## config.mk

```make
export PLATFORM = sky130hd
export DESIGN_NAME = c2f_req_buf_flat
export DESIGN_NICKNAME = d
export VERILOG_FILES = /design/src/rtl/lotr_pkg.sv /design/src/rtl/c2f_req_buf_if.sv /design/src/rtl/c2f_fifo.sv /design/src/rtl/c2f_req_buf.sv /design/src/flat_wrapper.sv
export SDC_FILE = /design/constraint.sdc
export NUM_CORES = 1
export LEC_CHECK = 0
export ABC_CLOCK_PERIOD_IN_PS = 2700
export CAP_MARGIN = 10
export CORE_UTILIZATION = 40
export CTS_CLUSTER_SIZE = 16
export DETAILED_ROUTE_END_ITERATION = 8
export PLACE_DENSITY = 0.73
export SLEW_MARGIN = 30
export SYNTH_ARGS = -nofsm -noshare
export SYNTH_HDL_FRONTEND = slang
export SYNTH_SLANG_ARGS = --single-unit
export TNS_END_PERCENT = 30
```

## constraint.sdc

```tcl
create_clock -name QClk -period 2.7 [get_ports QClk]
set_input_delay 0.27 -clock QClk [delete_from_list [all_inputs] [get_ports QClk]]
set_output_delay 0.27 -clock QClk [all_outputs]
set_load 0.05 [all_outputs]
```

## src/rtl/lotr_pkg.sv

```systemverilog
// Shared types for the core-to-fabric path: request opcode, buffered request
// record and the default request buffer depth.
// Purely declarative: no logic, no latency, no flow control.
package lotr_pkg;

    typedef enum logic {
        OP_RD = 1'b0,
        OP_WR = 1'b1
    } t_opcode;

    localparam int C2F_BUF_DEPTH = 4;

    // One buffered C2F request as it travels from Q500H to Q501H.
    typedef struct packed {
        t_opcode     opcode;
        logic [1:0]  thread;
        logic [31:0] addr;
        logic [31:0] data;
    } t_c2f_req;

    // Thread number to per-thread bit mask.
    function automatic logic [3:0] thread_onehot(input logic [1:0] thr);
        thread_onehot = 4'b0001 << thr;
    endfunction

endpackage

```

## src/rtl/c2f_req_buf_if.sv

```systemverilog
// Bundles the core request port, ring request/response port and debug status.
// Wires only; latency and stall handling live in c2f_req_buf.
// slave = buffer view, master = core/ring/debug driver view.
interface c2f_req_buf_if
    import lotr_pkg::*;
#(
    parameter int DEPTH = C2F_BUF_DEPTH
);
    // Core side (Q500H)
    logic                     C2F_ReqValidQ500H;
    t_opcode                  C2F_ReqOpcodeQ500H;
    logic [1:0]               C2F_ReqThreadIDQ500H;
    logic [31:0]              C2F_ReqAddressQ500H;
    logic [31:0]              C2F_ReqDataQ500H;
    logic                     C2F_ReqFullQ500H;
    // Ring side (Q501H request, Q502H response)
    logic                     C2F_RingReqValidQ501H;
    t_opcode                  C2F_RingReqOpcodeQ501H;
    logic [1:0]               C2F_RingReqThreadIDQ501H;
    logic [31:0]              C2F_RingReqAddressQ501H;
    logic [31:0]              C2F_RingReqDataQ501H;
    logic                     C2F_RspStall;
    logic                     C2F_RspValidQ502H;
    logic [1:0]               C2F_RspThreadIDQ502H;
    // Status / debug
    logic [3:0]               ThreadRdPending;
    logic [$clog2(DEPTH):0]   C2F_BufCount;
    logic [1:0]               C2F_ErrSticky;

    modport slave (
        input  C2F_ReqValidQ500H, C2F_ReqOpcodeQ500H, C2F_ReqThreadIDQ500H,
               C2F_ReqAddressQ500H, C2F_ReqDataQ500H,
               C2F_RspStall, C2F_RspValidQ502H, C2F_RspThreadIDQ502H,
        output C2F_ReqFullQ500H,
               C2F_RingReqValidQ501H, C2F_RingReqOpcodeQ501H, C2F_RingReqThreadIDQ501H,
               C2F_RingReqAddressQ501H, C2F_RingReqDataQ501H,
               ThreadRdPending, C2F_BufCount, C2F_ErrSticky
    );

    modport master (
        output C2F_ReqValidQ500H, C2F_ReqOpcodeQ500H, C2F_ReqThreadIDQ500H,
               C2F_ReqAddressQ500H, C2F_ReqDataQ500H,
               C2F_RspStall, C2F_RspValidQ502H, C2F_RspThreadIDQ502H,
        input  C2F_ReqFullQ500H,
               C2F_RingReqValidQ501H, C2F_RingReqOpcodeQ501H, C2F_RingReqThreadIDQ501H,
               C2F_RingReqAddressQ501H, C2F_RingReqDataQ501H,
               ThreadRdPending, C2F_BufCount, C2F_ErrSticky
    );

endinterface

```

## src/rtl/c2f_fifo.sv

```systemverilog
// In-order request storage with read/write pointers and occupancy count.
// Latency: write at edge k is readable at o_head after edge k; head is combinational from storage.
// Backpressure: caller must not push when o_full nor pop when o_empty; full/empty come from the registered count.
// Ports: i_clk, i_rst (sync, high), i_push/i_wdat, i_pop, o_head, o_count, o_full, o_empty.
module c2f_fifo
    import lotr_pkg::*;
#(
    parameter int DEPTH = C2F_BUF_DEPTH
) (
    input  logic                   i_clk,
    input  logic                   i_rst,
    input  logic                   i_push,
    input  t_c2f_req               i_wdat,
    input  logic                   i_pop,
    output t_c2f_req               o_head,
    output logic [$clog2(DEPTH):0] o_count,
    output logic                   o_full,
    output logic                   o_empty
);
    localparam int AW = $clog2(DEPTH);
    localparam int CW = AW + 1;

    t_c2f_req          r_mem [DEPTH];
    logic [AW-1:0]     r_wptr;
    logic [AW-1:0]     r_rptr;
    logic [CW-1:0]     r_count;

    // Storage needs no reset: the count alone decides what is valid.
    always_ff @(posedge i_clk) begin
        if (i_push) begin
            r_mem[r_wptr] <= i_wdat;
        end
    end

    // DEPTH is a power of two, so pointers wrap by natural overflow.
    always_ff @(posedge i_clk) begin
        if (i_rst) begin
            r_wptr  <= '0;
            r_rptr  <= '0;
            r_count <= '0;
        end else begin
            if (i_push) r_wptr <= r_wptr + 1'b1;
            if (i_pop)  r_rptr <= r_rptr + 1'b1;
            case ({i_push, i_pop})
                2'b10:   r_count <= r_count + 1'b1;
                2'b01:   r_count <= r_count - 1'b1;
                default: r_count <= r_count;
            endcase
        end
    end

    assign o_head  = r_mem[r_rptr];
    assign o_count = r_count;
    assign o_full  = (r_count == CW'(DEPTH));
    assign o_empty = (r_count == '0);

endmodule

```

## src/rtl/c2f_req_buf.sv

```systemverilog
// Core-to-fabric request buffer: Q500H requests queued in order toward the ring, per-thread read tracking, sticky errors.
// Latency: push at edge k shows on Q501H after edge k when empty; pending set/clear visible one cycle after the event.
// Backpressure: C2F_RspStall holds the head; C2F_ReqFullQ500H (registered count) tells the core to stop; pushes while full are dropped.
// Ports: QClk, RstQnnnH (sync, high), bus (c2f_req_buf_if.slave: core request, ring request/response, status).
module c2f_req_buf
    import lotr_pkg::*;
#(
    parameter int DEPTH = C2F_BUF_DEPTH
) (
    input  logic            QClk,
    input  logic            RstQnnnH,
    c2f_req_buf_if.slave    bus
);
    t_c2f_req               w_wdat;
    t_c2f_req               w_head;
    logic [$clog2(DEPTH):0] w_count;
    logic                   w_full;
    logic                   w_empty;
    logic                   w_push;
    logic                   w_pop;
    logic                   w_drop;
    logic [3:0]             w_pend_set;
    logic [3:0]             w_pend_clr;
    logic                   w_rsp_orphan;

    logic [3:0]             r_pending;
    logic [1:0]             r_err;

    // A push while full is dropped even if a pop frees a slot this cycle,
    // because full is decoded from the registered count.
    assign w_push = bus.C2F_ReqValidQ500H && !w_full;
    assign w_drop = bus.C2F_ReqValidQ500H &&  w_full;
    assign w_pop  = !w_empty && !bus.C2F_RspStall;

    assign w_wdat = '{opcode: bus.C2F_ReqOpcodeQ500H,
                      thread: bus.C2F_ReqThreadIDQ500H,
                      addr:   bus.C2F_ReqAddressQ500H,
                      data:   bus.C2F_ReqDataQ500H};

    c2f_fifo #(
        .DEPTH (DEPTH)
    ) u_fifo (
        .i_clk   (QClk),
        .i_rst   (RstQnnnH),
        .i_push  (w_push),
        .i_wdat  (w_wdat),
        .i_pop   (w_pop),
        .o_head  (w_head),
        .o_count (w_count),
        .o_full  (w_full),
        .o_empty (w_empty)
    );

    // Pending flags: set wins over clear so a fresh read is never lost.
    always_comb begin
        w_pend_set   = '0;
        w_pend_clr   = '0;
        w_rsp_orphan = 1'b0;
        if (w_push && (bus.C2F_ReqOpcodeQ500H == OP_RD)) begin
            w_pend_set = thread_onehot(bus.C2F_ReqThreadIDQ500H);
        end
        if (bus.C2F_RspValidQ502H) begin
            w_pend_clr   = thread_onehot(bus.C2F_RspThreadIDQ502H);
            w_rsp_orphan = !r_pending[bus.C2F_RspThreadIDQ502H];
        end
    end

    always_ff @(posedge QClk) begin
        if (RstQnnnH) begin
            r_pending <= '0;
            r_err     <= '0;
        end else begin
            r_pending <= (r_pending & ~w_pend_clr) | w_pend_set;
            if (w_drop)       r_err[0] <= 1'b1;
            if (w_rsp_orphan) r_err[1] <= 1'b1;
        end
    end

    // Head fields are forced to zero when empty so stale storage never leaks.
    assign bus.C2F_ReqFullQ500H         = w_full;
    assign bus.C2F_RingReqValidQ501H    = !w_empty;
    assign bus.C2F_RingReqOpcodeQ501H   = w_empty ? OP_RD : w_head.opcode;
    assign bus.C2F_RingReqThreadIDQ501H = w_empty ? 2'd0  : w_head.thread;
    assign bus.C2F_RingReqAddressQ501H  = w_empty ? 32'd0 : w_head.addr;
    assign bus.C2F_RingReqDataQ501H     = w_empty ? 32'd0 : w_head.data;
    assign bus.ThreadRdPending          = r_pending;
    assign bus.C2F_BufCount             = w_count;
    assign bus.C2F_ErrSticky            = r_err;

endmodule
```

## src/flat_wrapper.sv

```systemverilog
// flat-port wrapper written by rule: the top's interface ports become plain ports
module c2f_req_buf_flat import lotr_pkg::*;
#(
    parameter int DEPTH = C2F_BUF_DEPTH
)
  (QClk, RstQnnnH, bus_C2F_ReqValidQ500H, bus_C2F_ReqOpcodeQ500H, bus_C2F_ReqThreadIDQ500H, bus_C2F_ReqAddressQ500H, bus_C2F_ReqDataQ500H, bus_C2F_RspStall, bus_C2F_RspValidQ502H, bus_C2F_RspThreadIDQ502H, bus_C2F_ReqFullQ500H, bus_C2F_RingReqValidQ501H, bus_C2F_RingReqOpcodeQ501H, bus_C2F_RingReqThreadIDQ501H, bus_C2F_RingReqAddressQ501H, bus_C2F_RingReqDataQ501H, bus_ThreadRdPending, bus_C2F_BufCount, bus_C2F_ErrSticky);
  c2f_req_buf_if #(.DEPTH(DEPTH)) bus_i ();
  input  logic QClk;
  input  logic RstQnnnH;
  input wire logic [$bits(bus_i.C2F_ReqValidQ500H)-1:0] bus_C2F_ReqValidQ500H;
  input wire logic [$bits(bus_i.C2F_ReqOpcodeQ500H)-1:0] bus_C2F_ReqOpcodeQ500H;
  input wire logic [$bits(bus_i.C2F_ReqThreadIDQ500H)-1:0] bus_C2F_ReqThreadIDQ500H;
  input wire logic [$bits(bus_i.C2F_ReqAddressQ500H)-1:0] bus_C2F_ReqAddressQ500H;
  input wire logic [$bits(bus_i.C2F_ReqDataQ500H)-1:0] bus_C2F_ReqDataQ500H;
  input wire logic [$bits(bus_i.C2F_RspStall)-1:0] bus_C2F_RspStall;
  input wire logic [$bits(bus_i.C2F_RspValidQ502H)-1:0] bus_C2F_RspValidQ502H;
  input wire logic [$bits(bus_i.C2F_RspThreadIDQ502H)-1:0] bus_C2F_RspThreadIDQ502H;
  output wire logic [$bits(bus_i.C2F_ReqFullQ500H)-1:0] bus_C2F_ReqFullQ500H;
  output wire logic [$bits(bus_i.C2F_RingReqValidQ501H)-1:0] bus_C2F_RingReqValidQ501H;
  output wire logic [$bits(bus_i.C2F_RingReqOpcodeQ501H)-1:0] bus_C2F_RingReqOpcodeQ501H;
  output wire logic [$bits(bus_i.C2F_RingReqThreadIDQ501H)-1:0] bus_C2F_RingReqThreadIDQ501H;
  output wire logic [$bits(bus_i.C2F_RingReqAddressQ501H)-1:0] bus_C2F_RingReqAddressQ501H;
  output wire logic [$bits(bus_i.C2F_RingReqDataQ501H)-1:0] bus_C2F_RingReqDataQ501H;
  output wire logic [$bits(bus_i.ThreadRdPending)-1:0] bus_ThreadRdPending;
  output wire logic [$bits(bus_i.C2F_BufCount)-1:0] bus_C2F_BufCount;
  output wire logic [$bits(bus_i.C2F_ErrSticky)-1:0] bus_C2F_ErrSticky;
  assign bus_i.C2F_ReqValidQ500H = bus_C2F_ReqValidQ500H;
  assign bus_i.C2F_ReqOpcodeQ500H = bus_C2F_ReqOpcodeQ500H;
  assign bus_i.C2F_ReqThreadIDQ500H = bus_C2F_ReqThreadIDQ500H;
  assign bus_i.C2F_ReqAddressQ500H = bus_C2F_ReqAddressQ500H;
  assign bus_i.C2F_ReqDataQ500H = bus_C2F_ReqDataQ500H;
  assign bus_i.C2F_RspStall = bus_C2F_RspStall;
  assign bus_i.C2F_RspValidQ502H = bus_C2F_RspValidQ502H;
  assign bus_i.C2F_RspThreadIDQ502H = bus_C2F_RspThreadIDQ502H;
  assign bus_C2F_ReqFullQ500H = bus_i.C2F_ReqFullQ500H;
  assign bus_C2F_RingReqValidQ501H = bus_i.C2F_RingReqValidQ501H;
  assign bus_C2F_RingReqOpcodeQ501H = bus_i.C2F_RingReqOpcodeQ501H;
  assign bus_C2F_RingReqThreadIDQ501H = bus_i.C2F_RingReqThreadIDQ501H;
  assign bus_C2F_RingReqAddressQ501H = bus_i.C2F_RingReqAddressQ501H;
  assign bus_C2F_RingReqDataQ501H = bus_i.C2F_RingReqDataQ501H;
  assign bus_ThreadRdPending = bus_i.ThreadRdPending;
  assign bus_C2F_BufCount = bus_i.C2F_BufCount;
  assign bus_C2F_ErrSticky = bus_i.C2F_ErrSticky;
  c2f_req_buf #(.DEPTH(DEPTH)) u_core (.QClk(QClk), .RstQnnnH(RstQnnnH), .bus(bus_i));
endmodule
```

==> metrics.yaml <==
synthesis:
  synth_edf_count: 268
  synthCells: 508
  syn_area_sq_um: 10900
  syn_avg_cell_area_sq_um: 21.4
  synth-main-ff-cell: "edfxtp_1"
  netlist_top_cells_area: "edfxtp_1, mux4_2, and2_1"
  synth_most_common_cell: "edfxtp_1"
  synth_top_area_share_pct: 73.9
  async_flop_share_pct: 0
  yosysUniqueCellTypes: 28
  ys_seq_elements: 283
  ys_seq_area_share_pct: 76.6
  yosys.area.top_type: "edfxtp_1"
  synth.net_count: 588
  synthTopCellsByCount: "edfxtp_1, and2_1, mux4_2, dfxtp_1, inv_1"
  synth_warnings: 0
floorplanning:
  die_y_microns: 167
  ios: 152
  die_x_microns: 167
  rows: 60
  start_util_pct: 40.6
  design.die.area_sq_um: 27900
  core_sq_um: 26800
sta:
  slew_viol_final: 0
  max_freq_ghz: 0.389
  period_needed_ns: 2.57
  period_share_pct: 95.3
  fin_skew_ns: 0.0293
  worst_pin_slew_ns: 0.681
  rsz0062_at_grt: "false"
  whs_ns: 0.366
  slew_headroom_pct: 54.5
  setup_tns_ns: 0
  hold_viol: 0
  setup_viol: 0
worst_setup_path:
  path_delay_family: "buffers and inverters"
  cp_num_buf_inv: 2
  r2r_cells: 9
  crit_path_cell_trace: "nor3_2 -> inv_2 -> clkdlybuf4s50_1"
  end_kind: "output port"
  rr_startpoint: "u_core.u_fifo.o_count[0]"
  start_kind: "register"
  cp.required_ns: 2.43
  r2r_setup_slack_ns: 0.58
  max_stage_delay_ns: 0.87
  slowest_stage: "clkdlybuf4s50_1"
  critical_path_class: "register to output port"
  cp_max_fo: 16
  cp_data_arrival_time_ns: 2.30
  r2r-end: "u_core.u_fifo.o_count[2]"
run:
  cap_violations: 0
global_route:
  antenna_found_initial: 1
  met1_usage_pct: 20.3
  grt_max_degree: 33
  gr-usage-met2_pct: 26.3
  grt_pass1_vias: 5726
  track_usage_pct: 15.4
  grt_first_pass_wirelength_microns: 32600
  gr-total-overflow: 0
  grt.met3_usage_pct: 2.95
  grt_busiest_layer: "met2"
cells_and_area:
  drive_above_1_share_pct: 29.9
  syn_to_final_growth_pct: 27.0
  nets: 772
  fill_cells: 2097
min_path:
  whs_endpoint: "u_core.u_fifo.r_mem[2][4]"
  hold_class: "input pin to register"
  whs_path_depth: 1
  min-delay-start: "bus_C2F_ReqDataQ500H[4]"
detailed_routing:
  drc_errors: 0
  dr.pass1.iters: 5
  drtIter0Drc: 363
  viasPerCell: 5.06
  drtAntennaViolNets: 0
  routed_wl_microns: 21200
  wire_per_inst_microns: 20.0
  dr_total_vias: 5344
power_and_ir_drop:
  clockPowerShare_pct: 26.1
  switchingPower_w: 0.00552
  internal_power_w: 0.00974
  p_seq_share_pct: 35.3
  power_w: 0.0153
  switching_share_pct: 36.2
  peakVddDrop_v: 0.000766
  power_frac_comb_pct: 38.6
  p_per_area_nw_per_um2: 1100
  power_leakage_nw: 4.62
cts:
  cts_resized: 0
  clock_sinks: 283
  cts_buffers: 29
  ctsLongestPathBuffers: 3
  clock_latency_ns: 0.55
  clk_pin_slew_ns: 0.07
  cts_tree: "yes"
  cts_root_buf: "clkbuf_16"
  postCtsHoldBufs: 0
  htreeDepth: 1
placed_design:
  dp_hpwl_microns: 13600
  port_buffers: 151
  routabilityCongestion: 0.729
run_status:
  status: "finished clean"
## layer usage
metal  wire [microns]  up-vias
li1                 -     2416
met1             8790     2757
met2            10900      142
met3             1160       29
met4              309        0
met5                0        -
## through the flow
step                      setup WS [ns]  instances  utilization, %  cell area, sq um
final                             0.128       1057            51.6             13800
after global routing             0.0258       1056            51.6             13800
after CTS                        0.0117       1050            51.4             13800
after detailed placement          0.377        996            47.9             12800
after global placement            0.468        996            47.9             12800
after floorplan                  0.0162        508               -             10900
## flip-flops by register name (all words and copies together) (netlist names), named ones only
name                        flops
u_core.u_fifo.r_rptr            2
u_core.u_fifo.r_wptr            2
u_core.bus.ThreadRdPending      4
u_core.u_fifo.r_mem           268
u_core.u_fifo.o_count           3
u_core.bus.C2F_ErrSticky        2
## kinds of logic (layout without fill, tap and decap cells)
kind of cell	count (synthesis)	count (layout)	share of synthesized area (%)
buf+inv	34	241	1.99
compound gates	18	18	0.873
simple gates	95	95	5.32
other cells	0	1	0
mux	70	70	14.3
flops	283	283	76.6
fa+ha+maj	6	6	0.758
xor+xnor	2	2	0.161
## timing repair
item / 4_1_cts / 5_1_grt
endpoints found under the setup margin: 0 / 21
setup buffers: 0 / 6
endpoints found under the hold margin: 0 / 0
## layout by cell type (no fill, tap or decap), types with 3 or more instances in the layout
cell type and count:
buf_4 80, nor2_1 7, and2_1 67, and2_4 4
buf_12 13, nand2b_1 5, clkbuf_16 29, o22ai_1 4
clkbuf_1 11, or3_1 4, inv_1 9, o21ai_0 7
dfxtp_1 12, ha_1 5, bufinv_16 4, edfxtp_1 268
a21oi_1 7, clkinv_2 3, mux4_2 68, clkdlybuf4s50_1 84
## worst max path at each step
stage / cells after the start / start / end / slack (ns)
finish: 3 / u_core.u_fifo.o_count[0] / bus_C2F_RingReqValidQ501H / 0.13
global route: 3 / u_core.u_fifo.o_count[0] / bus_C2F_RingReqValidQ501H / 0.03
floorplan: 9 / u_core.u_fifo.o_count[0] / u_core.u_fifo.o_count[2] / 0.02
CTS: 4 / register / bus_C2F_RingReqAddressQ501H[29] / 0.01
global placement: 10 / bus_C2F_ReqValidQ500H / u_core.u_fifo.o_count[2] / 0.47
detailed placement: 10 / bus_C2F_ReqValidQ500H / u_core.u_fifo.o_count[2] / 0.38
## cell type report
class	instances	area, sq um	share of cell area (%)
repair buffers	177	1700	12.3
multi-input cells	191	2350	17.0
flip-flops and latches	283	8360	60.4
clock buffers	42	795	5.74
inverters	10	37.5	0.271
clock inverters	12	168	1.21
well taps	341	427	3.08
diodes	1	2.50	0.0181
## power groups by stage
stage	sequential, W	combinational (W)	clock [W]
after global routing	0.00543	0.00621	0.00424
after CTS	0.00544	0.00588	0.00406
after global placement	0.00550	0.00582	0
final	0.00539	0.00589	0.00398
after floorplan	0.00549	0.00408	0
after detailed placement	0.00553	0.00587	0
(Power assumes the default switching activity.)
